### src/rtl/instruction_fetch.sv
// instruction_fetch: front-end fetch stage that sits directly before the decoder.
// It owns the PC and issues word reads to instruction memory. Returned words are
// buffered, and {inst, inst_pc} is presented to decode with a valid/ready handshake.
// Several requests may be in flight at once. A redirect from execute restarts
// fetch at a new PC and discards every stale word, both buffered and in flight.
//
// Ports:
//   clk, rst_n        clock, asynchronous active-low reset
//   imem_req_valid    fetch request valid (held until accepted)
//   imem_req_ready    memory accepts the request this cycle
//   imem_addr         word-aligned fetch address (always the fetch PC)
//   imem_resp_valid   in-order read data returning, never back-pressured
//   imem_resp_data    returned instruction word
//   redirect_valid    one-cycle pulse: restart fetch at redirect_pc
//   redirect_pc       new PC, low two bits ignored
//   inst_valid        buffer head valid toward decode
//   inst_ready        decode consumes the head this cycle
//   inst, inst_pc     head instruction word and its address
module instruction_fetch #(
  parameter logic [31:0] RESET_PC = 32'h0000_0000,
  parameter int unsigned DEPTH    = 2
) (
  input  logic        clk,
  input  logic        rst_n,
  output logic        imem_req_valid,
  input  logic        imem_req_ready,
  output logic [31:0] imem_addr,
  input  logic        imem_resp_valid,
  input  logic [31:0] imem_resp_data,
  input  logic        redirect_valid,
  input  logic [31:0] redirect_pc,
  output logic        inst_valid,
  input  logic        inst_ready,
  output logic [31:0] inst,
  output logic [31:0] inst_pc
);

  localparam int unsigned PW = $clog2(DEPTH);
  localparam int unsigned CW = PW + 1;
  localparam int unsigned SW = CW + 1;
  localparam logic [SW-1:0] LIMIT = SW'(DEPTH);

  logic [31:0]   fetch_pc;
  logic [31:0]   buf_inst [DEPTH];
  logic [31:0]   buf_pc   [DEPTH];
  logic [31:0]   req_pc   [DEPTH];
  logic [PW-1:0] head, tail;
  logic [PW-1:0] req_rd, req_wr;
  logic [CW-1:0] count, outstanding, drop;

  logic [SW-1:0] in_use;
  logic          accept, push, pop;
  logic [31:0]   redirect_target;

  always_comb begin
    imem_addr  = fetch_pc;
    inst_valid = (count != '0);
    inst       = buf_inst[head];
    inst_pc    = buf_pc[head];

    // Every outstanding request owns a buffer slot, so buffered plus in-flight
    // entries never exceed DEPTH and a response always has room.
    in_use         = {1'b0, count} + {1'b0, outstanding};
    imem_req_valid = rst_n && (in_use < LIMIT) && (drop == '0) && !redirect_valid;
    accept         = imem_req_valid && imem_req_ready;
    push           = imem_resp_valid && (drop == '0) && !redirect_valid;
    pop            = inst_valid && inst_ready;

    redirect_target = redirect_pc & 32'hFFFF_FFFC;
  end

  always_ff @(posedge clk or negedge rst_n) begin
    if (!rst_n) begin
      fetch_pc    <= RESET_PC;
      buf_inst    <= '{default: '0};
      buf_pc      <= '{default: '0};
      req_pc      <= '{default: '0};
      head        <= '0;
      tail        <= '0;
      req_rd      <= '0;
      req_wr      <= '0;
      count       <= '0;
      outstanding <= '0;
      drop        <= '0;
    end else begin
      // PC of each accepted request is queued in issue order. Responses return
      // in the same order, so the queue head always names the returning word.
      if (accept) begin
        req_pc[req_wr] <= fetch_pc;
        req_wr         <= req_wr + PW'(1);
      end
      if (imem_resp_valid) begin
        req_rd <= req_rd + PW'(1);
      end

      if (accept && !imem_resp_valid) begin
        outstanding <= outstanding + CW'(1);
      end else if (!accept && imem_resp_valid) begin
        outstanding <= outstanding - CW'(1);
      end

      if (push) begin
        buf_inst[tail] <= imem_resp_data;
        buf_pc[tail]   <= req_pc[req_rd];
        tail           <= tail + PW'(1);
      end
      if (pop) begin
        head <= head + PW'(1);
      end
      if (push && !pop) begin
        count <= count + CW'(1);
      end else if (!push && pop) begin
        count <= count - CW'(1);
      end

      if (imem_resp_valid && (drop != '0)) begin
        drop <= drop - CW'(1);
      end

      if (accept) begin
        fetch_pc <= fetch_pc + 32'd4;
      end

      // Redirect overrides the updates above. Every request still in flight
      // after this cycle's response is stale and must be dropped on return.
      // No push happens this cycle, so head <= tail empties the buffer.
      if (redirect_valid) begin
        fetch_pc <= redirect_target;
        head     <= tail;
        count    <= '0;
        drop     <= imem_resp_valid ? (outstanding - CW'(1)) : outstanding;
      end
    end
  end

endmodule

### config.mk
export PLATFORM = sky130hd
export DESIGN_NAME = instruction_fetch
export DESIGN_NICKNAME = d
export VERILOG_FILES = /design/src/rtl/instruction_fetch.sv
export SDC_FILE = /design/constraint.sdc
export NUM_CORES = 1
export LEC_CHECK = 0
export CAP_MARGIN = 20
export CORE_UTILIZATION = 41
export DETAILED_ROUTE_END_ITERATION = 10
export RECOVER_POWER = 100
export SYNTH_ARGS = -nofsm -noshare
export SYNTH_HDL_FRONTEND = slang
export SYNTH_SLANG_ARGS = --single-unit
### constraint.sdc
create_clock -name clk -period 4.7 [get_ports clk]
set_clock_uncertainty 0.15 [all_clocks]
set_input_delay 0.94 -clock clk [delete_from_list [all_inputs] [get_ports clk]]
set_output_delay 0.94 -clock clk [all_outputs]
set_load 0.05 [all_outputs]
==> Word level (Yosys, flattened, before mapping) <==
Cells that the tools add are included.
{ "totals": {"n_memories": 0, "output_inout_bits": 98, "mem_bits_rw": 0, "latchBits": 0, "register_bits": 234, "rom_bits": 0} }
{ "classes": {"n_bitwise": 4, "n_mul": 0, "mux": 28, "reduce_logical": 27, "order_cmp": 7, "shifts": 0, "div_mod_pow": 0, "eq_ne": 0, "n_addsub": 11} }
{ "ops": {"columns": ["cell", "n"], "rows": [
  ["32-bit 2-to-1 mux", 13],
  ["64-bit bitwise mux", 3],
  ["32-bit demux with 1-bit select", 2],
  ["32-bit by 3-bit adder with 32-bit output (second input constant)", 1],
  ["2-bit 2-to-1 mux", 8],
  ["1-bit logical AND", 14],
  ["2-bit nonzero test", 6],
  ["2-bit greater-or-equal comparator (second input constant)", 4],
  ["1-bit NOT with 2-bit output", 4],
  ["2-bit by 1-bit subtractor with 2-bit output (second input constant)", 3],
  ["1-bit logical NOT", 5],
  ["1-bit adder (second input constant)", 4],
  ["2-bit by 1-bit adder with 2-bit output (second input constant)", 2],
  ["2-bit by 1-bit less-than comparator with 1-bit output (second input constant)", 2],
  ["2-bit by 2-bit adder with 3-bit output", 1],
  ["3-bit by 2-bit less-than comparator with 1-bit output (second input constant)", 1],
  ["3-bit nonzero test", 1],
  ["2-bit logical NOT", 1],
  ["1-bit 2-to-1 mux", 2]
]} }

==> Logic depth before layout (Yosys ltp) <==
Gate-level depths: netlist of run 1.
{ "depth": {"ltp_word": 10, "depth_mapped": 10, "ltp_nobuf": 9} }

==> Least setup slack after synthesis of run 1 <==
No wires, ideal clock.
{ "synth_path": {"path_kind": "input-to-output", "start": "in redirect_valid", "end": "out imem_req_valid", "t_arrival_ps": 1709, "path_slack_ps": 1901, "cell_stages": 3, "cell_sequence": "buf_2 > nor2b_2 > and3_1"} }
{ "synth_between": {"elab_chain_len": 2} }
{ "synth_lines": {"columns": ["element", "line", "rtl"], "rows": [
  ["start, declared", "30", "input logic redirect_valid,"],
  ["1-bit logical NOT", "64", "imem_req_valid = rst_n && (in_use < LIMIT) && (drop == '0) && !redirect_valid;"],
  ["1-bit logical AND", "64", null],
  ["end, declared", "25", "output logic imem_req_valid,"]
]} }
Every way passes these cells.

==> Worst setup path after layout of run 1 <==
{ "layout_path": {"start": "in redirect_valid", "end": "reg req_pc[34] in the netlist's numbering"} }
{ "layout_between": {"elab_chain_len": 3} }
{ "layout_lines": {"columns": ["element", "line", "rtl"], "rows": [
  ["1-bit logical NOT", "64", null],
  ["1-bit logical AND", "64", null],
  ["1-bit logical AND", "65", "accept = imem_req_valid && imem_req_ready;"],
  ["end signal, assigned by index", "89", "req_pc[req_wr] <= fetch_pc;"],
  ["end, declared", "46", "logic [31:0] req_pc [DEPTH];"]
]} }
Every way passes these cells.
A chain may end at the register's enable or synchronous reset.

==> flow_summary.json, run 1 <==
{
  "status": "finished, violations left",
  "violations": "max-capacitance violations, max-slew violations",
  "p_leak_nw": 5.67,
  "start_util_pct": 41.7,
  "clock_sinks": 224,
  "dieHeight_um": 159,
  "ir_worst_vdd_uv": 318,
  "drtIter0Drc": 337,
  "relSlewSlack_pct": -96.5,
  "cts.path.max_buffers": 3,
  "switching_share_pct": 39.6,
  "grt_pass1_vias": 6943,
  "layout_common_cells": "dfrtp_1 (223), mux2_2 (184), dlygate4sd3_1 (94)",
  "power_density_nw_per_um2": 696,
  "p_int_mw": 5.35,
  "path_buf_inv": 2,
  "synthTopCellsByArea": "dfrtp_1 (55%), mux2_2 (21%), mux2i_1 (3.2%)",
  "nNetsFinal": 1052,
  "p_switching_mw": 3.51,
  "path_clk_slew_ns": 0.06,
  "htreeDepth": 1,
  "dieArea_sq_um": 25300,
  "whs_ns": 0.155,
  "cts_hold_buf": 0,
  "via_per_inst": 5.17,
  "setup_viol": 0,
  "cts_setup_buffers": 0,
  "min_path_type": "input port to async pin",
  "io_buffers": 161,
  "grt_pass1_wl_um": 38200,
  "ys_types": 52,
  "tightest_slew_ns": 2.95,
  "drive_above_1_share_pct": 24.1,
  "place_congestion": 0.755,
  "rr_endpoint": "req_pc[34]$_DFFE_PN0P_",
  "cts_tree": "built",
  "synth_seq_area_share_pct": 55.5,
  "num_rows": 57,
  "wire_per_inst_um": 17.3,
  "clk_latency_ns": 0.51,
  "die_x_um": 159,
  "fillers": 2175,
  "drv_slew": 356,
  "fin_crit_ns": 4.13,
  "comb_power_share_pct": 41.9,
  "route.detailed.drc": 0,
  "numCtsBuffers": 25,
  "grt_usage_pct": 18.7,
  "rsz0062_at_grt": "no",
  "synth_async_sr_flop_share_pct": 100,
  "yosysWarningCount": 0,
  "cp_cell_sequence": "dlygate4sd3_1 > nor2b_1 > nand4_1 > nor2_1 > clkbuf_2 > mux2_2",
  "synth_top_area_share_pct": 55.5,
  "vias": 6810,
  "ys_ff_latch": 224,
  "antenna_left": 0,
  "crit_fanout": 22,
  "firstDrtPassIters": 6,
  "path_class": "input port to flip-flop",
  "area_delta_synth_final_pct": 25.9,
  "worst_path_largest_cell_delay_ns": 0.92,
  "grt_overflow": 0,
  "reg2reg_from": "count[0]$_DFFE_PN0P_",
  "required_ns": 4.94,
  "p_seq_share_pct": 37.4,
  "design_power_total_mw": 8.86,
  "slowest_stage": "nor2_1",
  "hpwl_um": 14400,
  "diodes": 0,
  "ctsResizeCount": 0,
  "maxCapViolations": 6,
  "ys.flop_type": "dfrtp_1",
  "path_delay_family": "simple AND/OR/NAND/NOR gates",
  "finalCritPeriodShare_pct": 87.8,
  "hold_viol_final": 0,
  "io_pins": 168,
  "crit_arrival_ns": 4.37,
  "final_common_cell": "dfrtp_1",
  "clockRootBuffer": "clkbuf_16",
  "syn_avg_cell_area_sq_um": 12.2,
  "yosysTopAreaCell": "dfrtp_1",
  "syn_inst": 831,
  "synth_edf_count": 0,
  "antenna_found_initial": 0,
  "grt_max_degree": 121,
  "final.setup.tns_ns": 0,
  "clockPowerShare_pct": 20.7,
  "worst_setup_path_end_kind": "flip-flop",
  "cp-start-kind": "input port",
  "core_area_sq_um": 24200,
  "wl_um": 22900,
  "worst-r2r-cell-count": 7,
  "fmax_ghz": 0.242,
  "synth_area_sq_um": 10100,
  "regToRegSetupSlack_ns": 0.68
}
==> how the worst max path moves through the flow <==
stage                     slack, ns                         to  cells past startpoint              from
after floorplan                1.90             imem_req_valid                      3    redirect_valid
after global placement         1.08  imem_addr[21]$_DFFE_PN0P_                      8    redirect_valid
after detailed placement       1.07  imem_addr[16]$_DFFE_PN0P_                      8    redirect_valid
after CTS                      0.76                inst_pc[20]                      2  head$_DFFE_PN0P_
after global routing           0.36     req_pc[35]$_DFFE_PN0P_                      6    redirect_valid
final                          0.57     req_pc[34]$_DFFE_PN0P_                      6    redirect_valid
==> area by class of cell <==
type	instances	area (sq um)	area share (%)
sequential	224	5610	44.1
multi-input combinational	546	4220	33.1
timing repair buffer	171	1680	13.2
clock buffer	35	733	5.76
tap	324	405	3.19
clock inverter	8	46.3	0.364
inverter	10	37.5	0.295
==> power by group through the flow <==
stage / registers (mW) / clock network, mW / logic, mW
5_1_grt: 3.45 / 1.98 / 3.96
3_5_place_dp: 3.37 / 0 / 3.89
4_1_cts: 3.34 / 1.89 / 3.91
3_3_place_gp: 3.34 / 0 / 3.86
2_1_floorplan: 3.13 / 0 / 3.00
6_report: 3.32 / 1.84 / 3.71
==> through the flow <==
| stage | setup WS [ns] | utilization [%] | cell area, sq um | instances |
|---|---|---|---|---|
| floorplan | 1.90 | - | 10100 | 834 |
| global placement | 1.08 | 49.6 | 12000 | 1275 |
| detailed placement | 1.07 | 49.6 | 12000 | 1275 |
| CTS | 0.760 | 52.8 | 12800 | 1318 |
| global route | 0.356 | 52.5 | 12700 | 1318 |
| finish | 0.573 | 52.5 | 12700 | 1318 |
==> worst reg2reg max path, cell delays in order (launching register included) <==
cell and delay (ns):
dfrtp_1 0.42, and2_1 0.18, fa_1 0.44, nor2_1 0.15
nand4_1 0.55, nor2_1 0.93, clkbuf_2 0.67, mux2_2 0.43
==> registers in the layout (all words and copies together) (netlist names) <==
| register | cells |
|---|---|
| count | 2 |
| imem_addr | 30 |
| buf_pc | 60 |
| req_rd | 1 |
| req_pc | 60 |
| head | 1 |
| outstanding | 2 |
| drop | 2 |
| buf_inst | 64 |
| req_wr | 1 |
| tail | 1 |
==> synth_stat cells, types with 3 or more instances <==
cell type / n
a21oi_1: 36
a221o_1: 5
a22oi_1: 3
a31oi_1: 5
and2_1: 4
and3_1: 3
buf_1: 7
buf_2: 14
buf_4: 4
clkbuf_1: 26
dfrtp_1: 224
ha_1: 3
inv_1: 9
mux2_2: 184
mux2i_1: 32
nand2_1: 73
nand2b_1: 3
nand3_1: 17
nand4_1: 8
nor2_1: 48
nor3_1: 3
o211ai_1: 10
o21ai_0: 54
o311ai_0: 11
xnor2_1: 5
xor2_1: 8
==> cell families after synthesis <==
logic type | synth area share, %
mux | 23.7
compound gates | 7.91
fa+ha+maj | 0.569
flops | 55.5
other cells | 0.0371
xor+xnor | 1.13
buf+inv | 2.95
simple gates | 8.28
==> routing by layer <==
metal  GRT usage (%)  wire length, um
met4            4.24              338
met1            27.3            11100
met5               0                0
met2            28.9            10300
met3            3.33             1140
Note: power is estimated with default switching activity, not from simulation.
==> run 2, diff against run 1 <==
--- a/config.mk
+++ b/config.mk
@@ -5,10 +5,13 @@
 export SDC_FILE = /design/constraint.sdc
 export NUM_CORES = 1
 export LEC_CHECK = 0
+export ABC_CLOCK_PERIOD_IN_PS = 4700
 export CAP_MARGIN = 20
 export CORE_UTILIZATION = 41
+export CTS_CLUSTER_DIAMETER = 60
 export DETAILED_ROUTE_END_ITERATION = 10
 export RECOVER_POWER = 100
+export SETUP_SLACK_MARGIN = 0.4
 export SYNTH_ARGS = -nofsm -noshare
 export SYNTH_HDL_FRONTEND = slang
 export SYNTH_SLANG_ARGS = --single-unit
==> flow_summary.json, run 2 (synthesis results as in run 1) <==
{
  "comb_power_share_pct": 41.7,
  "layout_common_cells": "dfrtp_1 (223), mux2_2 (184), dlygate4sd3_1 (94)",
  "area_delta_synth_final_pct": 26.1,
  "ir_worst_vdd_uv": 319,
  "top_register": "buf_inst",
  "io_pins": 168,
  "diodes": 0,
  "final.setup.tns_ns": 0,
  "crit_arrival_ns": 4.36,
  "setup_viol": 0,
  "cts_tree": "built",
  "largestRegisters": "buf_inst x64, buf_pc x60, req_pc x60",
  "whs_ns": 0.151,
  "switching_share_pct": 39.5,
  "core_area_sq_um": 24200,
  "dieArea_sq_um": 25300,
  "relSlewSlack_pct": -96.4,
  "nNetsFinal": 1052,
  "maxCapViolations": 6,
  "worst_setup_path_end_kind": "flip-flop",
  "dieHeight_um": 159,
  "wire_per_inst_um": 17.4,
  "grt_pass1_vias": 6937,
  "hpwl_um": 14400,
  "drive_above_1_share_pct": 24.0,
  "tightest_slew_ns": 2.95,
  "finalCritPeriodShare_pct": 87.7,
  "hold_viol_final": 0,
  "p_switching_mw": 3.52,
  "final_common_cell": "dfrtp_1",
  "clk_latency_ns": 0.51,
  "fillers": 2173,
  "largest_register_ffs": 64,
  "grt_usage_pct": 18.7,
  "cts_setup_buffers": 0,
  "die_x_um": 159,
  "fmax_ghz": 0.243,
  "crit_fanout": 22,
  "grt_max_degree": 121,
  "required_ns": 4.94,
  "drtIter0Drc": 376,
  "antenna_found_initial": 0,
  "status": "finished, violations left",
  "clockPowerShare_pct": 21.0,
  "cts_hold_buf": 0,
  "reg2reg_from": "count[0]$_DFFE_PN0P_",
  "p_seq_share_pct": 37.3,
  "clockRootBuffer": "clkbuf_16",
  "io_buffers": 161,
  "power_density_nw_per_um2": 699,
  "min_path_type": "input port to async pin",
  "vias": 6841,
  "grt_overflow": 0,
  "drv_slew": 356,
  "clock_sinks": 224,
  "antenna_left": 0,
  "startpoint": "redirect_valid",
  "htreeDepth": 1,
  "p_int_mw": 5.39,
  "grt_pass1_wl_um": 38100,
  "ctsResizeCount": 0,
  "numCtsBuffers": 25,
  "fin_crit_ns": 4.12,
  "wl_um": 22900,
  "place_congestion": 0.755,
  "num_rows": 57,
  "via_per_inst": 5.19,
  "start_util_pct": 41.7,
  "p_leak_nw": 5.67,
  "path_clk_slew_ns": 0.06,
  "firstDrtPassIters": 5,
  "path_class": "input port to flip-flop",
  "cts.path.max_buffers": 3,
  "cp-start-kind": "input port",
  "rsz0062_at_grt": "no",
  "violations": "max-capacitance violations, max-slew violations",
  "route.detailed.drc": 0
}
run 2: cell count changes in the layout (fill, tap and decap cells not counted), sizes merged:
cell / before / now
bufinv: 0 / 1
clkinv: 6 / 5
run 2: path summary, 6_finish.rpt:
kind	to	slack [ns]	depth (start not counted)
max in group asynchronous	imem_addr[20]$_DFFE_PN0P_	1.05	2
worst min-delay path	buf_inst[23]$_DFFE_PN0P_	0.15	1
worst min register to register	buf_pc[8]$_DFFE_PN0P_	0.32	2
worst max register to register	req_pc[34]$_DFFE_PN0P_	0.69	7
min in group clk	buf_pc[8]$_DFFE_PN0P_	0.32	2
worst max-delay path	req_pc[34]$_DFFE_PN0P_	0.58	6
run 2: metrics by stage:
| step | util [%] | cell area [sq um] | setup slack [ns] | cells | power, mW |
|---|---|---|---|---|---|
| 3_3_place_gp | 49.6 | 12000 | 1.08 | 1275 | 7.20 |
| 6_report | 52.5 | 12700 | 0.579 | 1318 | 8.91 |
| 3_5_place_dp | 49.6 | 12000 | 1.07 | 1275 | 7.26 |
| 4_1_cts | 52.9 | 12800 | 0.763 | 1318 | 9.17 |
| 2_1_floorplan | - | 10100 | 1.90 | 834 | 6.13 |
| 5_1_grt | 52.5 | 12700 | 0.353 | 1318 | 9.44 |
run 2: cell type report:
type	instances	area, sq um	area share (%)
timing repair buffer	171	1680	13.2
clock buffer	35	723	5.68
clock inverter	8	71.3	0.560
inverter	10	37.5	0.295
sequential	224	5610	44.0
tap	324	405	3.18
multi-input combinational	546	4220	33.1
run 2: routing by layer:
layer	GRT usage, %	up-vias	part of all wire [%]
li1	-	3257	-
met1	27.2	3375	49
met2	29.0	182	45
met3	3.33	27	4.5
met4	4.24	0	1.6
met5	0	-	0
run 2: power by group through the flow:
stage / Combinational (mW) / Sequential (mW) / Clock (mW)
2_1_floorplan: 3.00 / 3.13 / 0
4_1_cts: 3.91 / 3.34 / 1.93
3_5_place_dp: 3.89 / 3.37 / 0
5_1_grt: 3.96 / 3.45 / 2.02
6_report: 3.72 / 3.32 / 1.87
3_3_place_gp: 3.86 / 3.34 / 0
run 2: worst max-delay path: stages:
cell	delay, ns
dlygate4sd3_1	0.55
nor2b_1	0.27
nand4_1	0.58
nor2_1	0.92
clkbuf_2	0.67
mux2_2	0.41
==> run 3, diff against run 2 <==
--- a/config.mk
+++ b/config.mk
@@ -5,7 +5,6 @@
 export SDC_FILE = /design/constraint.sdc
 export NUM_CORES = 1
 export LEC_CHECK = 0
-export ABC_CLOCK_PERIOD_IN_PS = 4700
 export CAP_MARGIN = 20
 export CORE_UTILIZATION = 41
 export CTS_CLUSTER_DIAMETER = 60
==> results of run 3 <==
No change in the layout: final DEF, timing and power equal those of run 2.
